[config.mk]
export PLATFORM = sky130hd
export DESIGN_NAME = if_stage
export DESIGN_NICKNAME = d
export VERILOG_FILES = /design/src/rtl/if_stage.sv
export SDC_FILE = /design/constraint.sdc
export NUM_CORES = 1
export LEC_CHECK = 0
export ABC_AREA = 0
export CORE_MARGIN = 4
export CORE_UTILIZATION = 47
export DETAILED_ROUTE_END_ITERATION = 8
export HOLD_SLACK_MARGIN = 0.03
export PLACE_DENSITY = 0.84
export SYNTH_ARGS = -nofsm -noshare
export SYNTH_HDL_FRONTEND = slang
export SYNTH_SLANG_ARGS = --single-unit
[constraint.sdc]
create_clock -name clk -period 1.3 [get_ports clk]
set_input_delay 0.26 -clock clk [delete_from_list [all_inputs] [get_ports clk]]
set_output_delay 0.26 -clock clk [all_outputs]
set_load 0.02 [all_outputs]
[src/rtl/if_stage.sv]
// rtl/if_stage.sv - instruction fetch stage with IF/ID register and one-entry stall buffer
module if_stage #(
  parameter logic [31:0] RESET_PC = 32'h0000_0000,
  parameter logic [31:0] NOP_INST = 32'h0000_0013
) (
  input  logic        clk,
  input  logic        rst,
  input  logic [31:0] npc,
  input  logic        stall,
  input  logic        flush,
  output logic [31:0] pc,
  output logic        imem_req,
  output logic [31:0] imem_addr,
  input  logic        imem_ready,
  input  logic [31:0] imem_rdata,
  output logic [31:0] id_pc,
  output logic [31:0] id_inst,
  output logic        id_valid
);

  // FETCH: a request is outstanding at pc. BUF: a word arrived during a stall
  // and is parked until ID can accept it; no request is issued meanwhile.
  typedef enum logic {FETCH = 1'b0, BUF = 1'b1} state_t;

  state_t      state;
  logic [31:0] buf_pc;
  logic [31:0] buf_inst;
  logic [31:0] npc_aligned;

  // Fetch addresses are word aligned; the low bits of npc are dropped on every load.
  assign npc_aligned = {npc[31:2], 2'b00};

  // Request and address come straight from state and pc so memory sees them in the same cycle.
  assign imem_req  = (state == FETCH) && !rst;
  assign imem_addr = pc;

  // Fetch control, IF/ID register and stall buffer.
  always_ff @(posedge clk) begin
    if (rst) begin
      pc       <= RESET_PC;
      state    <= FETCH;
      id_valid <= 1'b0;
      id_pc    <= 32'h0;
      id_inst  <= NOP_INST;
      buf_pc   <= 32'h0;
      buf_inst <= 32'h0;
    end else if (flush) begin
      // Control transfer: squash IF/ID, drop the buffer and any returning word.
      id_valid <= 1'b0;
      id_inst  <= NOP_INST;
      buf_pc   <= 32'h0;
      buf_inst <= 32'h0;
      pc       <= npc_aligned;
      state    <= FETCH;
    end else begin
      case (state)
        FETCH: begin
          if (imem_ready) begin
            pc <= npc_aligned;
            if (stall) begin
              // ID cannot take the word yet; park it and stop fetching.
              buf_pc   <= pc;
              buf_inst <= imem_rdata;
              state    <= BUF;
            end else begin
              id_pc    <= pc;
              id_inst  <= imem_rdata;
              id_valid <= 1'b1;
            end
          end else if (!stall) begin
            // Memory wait state: hand ID a bubble and keep requesting the same pc.
            id_valid <= 1'b0;
            id_inst  <= NOP_INST;
          end
        end
        BUF: begin
          if (!stall) begin
            // pc already points past the buffered word, so fetch resumes there.
            id_pc    <= buf_pc;
            id_inst  <= buf_inst;
            id_valid <= 1'b1;
            state    <= FETCH;
          end
        end
        default: state <= FETCH;
      endcase
    end
  end

endmodule

Word level (Yosys, flattened, before mapping)
Cells that the tools add are included.
{ "word_totals": {"output_inout_bits": 130, "reg_bits": 158, "inputBits": 69, "word_cells": 41} }
{ "classes": {"eq_ne": 5, "n_reduce_logical": 8, "n_mux": 19, "n_bitwise": 2} }
{ "op_table": {"columns": ["op", "n"], "rows": [
  ["2-to-1 mux 32 bit", 10],
  ["one-hot mux 32 bit (2 select lines)", 2],
  ["!= test 2 bit (second input constant)", 4],
  ["2-to-1 mux 1 bit", 5],
  ["one-hot mux 1 bit (2 select lines)", 2],
  ["AND reduction 2 bit", 2],
  ["AND reduction 4 bit", 1],
  ["!= test 3 bit (second input constant)", 1],
  ["AND reduction 3 bit", 1],
  ["NOT 1 bit", 2],
  ["nonzero test 2 bit", 1],
  ["OR reduction 2 bit", 1],
  ["logical AND 1 bit", 1],
  ["zero test 1 bit", 1]
]} }

Depth between registers and ports, before layout
{ "logic_depth": {"word_depth": 3, "depth_mapped": 6, "ltp_nobuf": 3} }

Worst setup path before layout
OpenSTA, ideal clock, no wires.
{ "synth_timing": {"path_type": "flip-flop to flip-flop", "start": "register state", "end": "register buf_pc[10]", "synth_period_minus_slack_ns": 1.163, "setup_time_ns": 0.132, "path_slack_ns": 0.137, "stages_incl_launch_ff": 7, "path_buffers": 3, "required_ns": 1.168, "t_arrival_ns": 1.031, "cell_sequence": "dfxtp_1 buf_6 and3b_1 buf_4 buf_4 nand2_1 a21oi_1"} }
{ "synth_via": {"elab_chain_cells": 2} }
{ "synth_lines": {"columns": ["element", "line", "source"], "rows": [
  ["start: declaration", "25", "state_t state;"],
  ["start signal: assignment", "41", "state <= FETCH;"],
  ["start signal: assignment", "54", "state <= FETCH;"],
  ["start signal: assignment", "64", "state <= BUF;"],
  ["NOT 1 bit", null, null],
  ["AND reduction 3 bit (no source line)", null, null],
  ["end signal: assignment", "62", "buf_pc <= pc;"],
  ["end: declaration", "26", "logic [31:0] buf_pc;"]
]} }
No other way between the ends.
A chain may end at the register's enable or synchronous reset.

Worst setup path after layout
{ "layout_timing": {"start": "register state", "end": "register id_inst[18]"} }
{ "layout_via": {"elab_chain_cells": 3, "word_cells_on_any_way": 5, "cone_classes": "eq/ne (2); mux (1); bitwise (1); reduce/logical (1)"} }
{ "layout_lines": {"columns": ["element", "line", "source"], "rows": [
  ["NOT 1 bit", null, null],
  ["!= test 2 bit (no source line)", null, null],
  ["AND reduction 2 bit (no source line)", null, null],
  ["end signal: assignment", "67", "id_inst <= imem_rdata;"],
  ["end signal: assignment", "80", "id_inst <= buf_inst;"],
  ["end: declaration", "17", "output logic [31:0] id_inst,"]
]} }
Parallel ways exist; a longest one is shown, timed or not.

==> key figures <==
Outcome
  • Status: finished, violations left
  • Failing checks: negative setup slack

Timing
  • Post-route setup slack: -0.106 ns
  • Final count of negative-setup-slack endpoints: between 100 and 150
  • Final period utilization: 108%
  • Unrepaired setup endpoints after global routing: true
  • Slew Limit Fails: 0
  • Fin crit period: 1.41 ns
  • Clock skew: about 0.008 ns
  • Hold Violations, Final: 0
  • Fmax: between 700 and 800 MHz
  • Worst hold slack: 0.164 ns

Routing
  • Total wire length: 21600 um
  • Via count: ~6300
  • DRT iter0 DRCs: between 600 and 700
  • WL/cell: 19.2 um
  • DR pass1 iterations: 5
  • DRC violations left: 0
  • Final ANT Viol Nets: 0
  • Vias/cell: 5.55

Global routing
  • Total Routing Usage GR: 24.4%
  • Vias in the first global route: 6004
  • Largest net degree at the start of global routing: 43
  • Initial antenna violation count: 1
  • M3 GR Usage: 4.97%
  • Met1 GRT Util: 31.4%
  • First-pass GRT wire length: 31600 um
  • Remaining global-route overflow: 0
  • Most Crowded Layer GR: met2
  • GRT met2 Usage: 40.3%

Yosys
  • Synthesized area: 6670 sq um
  • Mapped Avg Cell Area: 9.00 sq um
  • YS warnings: 0
  • FF+latch count, synth: between 150 and 200
  • Post-synthesis cell type count: 28
  • Synth top area cells: dfxtp_1 47%, a21oi_1 7.9%, nand2_1 7.0%
  • Seq/Total Area, Yosys: 46.8%
  • Post-synth top area share: a little under half
  • Leading area contributor after synthesis: dfxtp_1
  • Post-Synthesis Cells: around 740

Cells and area
  • Ratio of cells with drive above 1 in the final layout: 36.7%
  • Commonest non-fill, non-tap cell in the layout: dfxtp_1
  • Commonest non-fill, non-tap cells in the layout: 150 x dfxtp_1, 121 x buf_2, 119 x nand2_1, 82 x a21oi_1, 64 x clkdlybuf4s50_1
  • Final design utilization: 67.5%
  • Area Overhead vs Synth: 40.4%
  • Layout Nets: 1001

Worst hold path
  • Hold crit path type: primary input to flop
  • Hold depth: 3

Clock tree
  • Clk root buf: clkbuf_16
  • Clock Sinks: 156
  • CTS max path bufs: 2
  • CTS Buf Count: 17
  • CTS tree: yes
  • Clk Latency, worst-skew pair: 0.43 ns
  • Clock transition at path regs: around 0.060 ns
  • H-Tree Depth: 4

Power
  • LEAKAGE: 3.64 nW
  • PwrDens: 1340 nW/um^2
  • Max IR drop VDD: 0.893 mV
  • Power Total: between 0.01 and 0.015 W

Floorplan
  • Die area: 16200 sq um
  • IO Count: 199
  • Die Y-Extent: 127 um
  • Die X: 127 um
  • Core area: 13900 sq um
  • FP Rows: 43
  • Starting density of the core: roughly half

Worst setup path
  • Reg2reg setup slack: -0.11 ns
  • CP dominant cell by count: buf_4
  • Element type at the critical path end: flop
  • CP delay by family, top: compound AO/OA/AOI/OAI gates
  • Crit path depth: 4
  • Crit Path Max Fanout: 25
  • Crit Path Category: flop to flop
  • Buffers plus inverters on the worst setup path: 2
  • Slowest-stage cell, CP: a221oi_1
  • Worst endpoint required time: approximately 1.6 ns
  • CP arrival: 1.71 ns
  • Critical Path Source Type: flop
  • CP peak stage delay: 0.40 ns
  • Critical Path, Cell by Cell: buf_4 -> buf_4 -> a221oi_1 -> nor3_1
  • Worst reg-to-reg path cell count: 4

Flow run
  • # Max-Cap Violations: 0

Placed design
  • Port bufs: 190
  • Post-DP HPWL: 12900 um
  • GPL Wtd Cong: 0.793
-- flip-flops by register name, summed over array words and instances, names as in the netlist --
name,cells
state,1
imem_addr,30
id_pc,30
id_inst,32
id_valid,1
buf_inst,32
buf_pc,30
-- worst min-delay path: cells and delay by family --
kind,cells,cell delay (ns)
buffers and inverters,1,0.17
and+or+nand+nor,2,0.12
-- power breakdown --
group	leakage, nW	switching [W]	total (W)	internal, W
clock network	0.312	0.00196	0.00545	0.00349
logic	2.05	0.00113	0.00198	0.000854
registers	1.28	0.000129	0.00510	0.00497
-- synthesized netlist by cell type, drive strengths merged --
master and number:
a221oi 29, buf 87, nand3 30, nor2 4, nor2b 30, and2 1, nor3 29, mux2i 31
inv 2, nand2 125, nand2b 1, clkbuf 20, a21oi 125, a211oi 30, o22ai 3, conb 1
o21ai 33, and3b 1, dfxtp 156, nand3b 1, or2 2
-- routing by layer --
| metal | vias up | routed length, um |
|---|---|---|
| met5 | - | 0 |
| met4 | 0 | 454 |
| met3 | 36 | 1290 |
| met2 | 250 | 10600 |
| met1 | 3038 | 9230 |
| li1 | 2930 | - |
-- final timing paths --
| path | startpoint | endpoint |
|---|---|---|
| hold / removal | stall | state$_SDFF_PP0_ |
| setup / recovery | state$_SDFF_PP0_ | id_inst[18]$_SDFFE_PP0P_ |
| setup reg to reg | state$_SDFF_PP0_ | id_inst[18]$_SDFFE_PP0P_ |
| hold reg to reg | buf_inst[12]$_SDFFE_PP0P_ | buf_inst[12]$_SDFFE_PP0P_ |
-- cells by family (layout without fill, tap and decap cells) --
group           count (synthesis)  count (layout)  synth area share, %
buf+inv                       109             306                 10.4
compound gates                220             220                 22.7
flops                         156             156                 46.8
mux                            31              31                 4.65
other cells                     1               7               0.0562
simple gates                  224             226                 15.3
-- timing repair --
action,4_1_cts,5_1_grt
buffers inserted,4,4
cloned,2,8
setup endpoints to repair,154,159
hold buffers,0,0
resized for setup,501,71
pin swaps,1,24
-- layout make-up --
class,instances,area [sq um]
diodes,1,2.50
clock buffers,20,457
clock inverters,12,193
fillers,1067,4510
inverters,2,7.51
multi-input cells,483,3090
flip-flops and latches,156,3130
well taps,180,225
repair buffers,272,2260
-- metrics by stage --
stage / area (sq um) / cells / TNS, ns / setup slack, ns
after floorplan: 6690 / 746 / 0 / 0.137
after global placement: 8770 / 1075 / -39.77 / -0.364
after detailed placement: 8770 / 1075 / -47.45 / -0.454
after CTS: 9070 / 1113 / -0.884 / -0.0988
after global routing: 9370 / 1126 / -11.98 / -0.138
final: 9370 / 1126 / -4.81 / -0.106
Power figures use the tool's default switching activity.
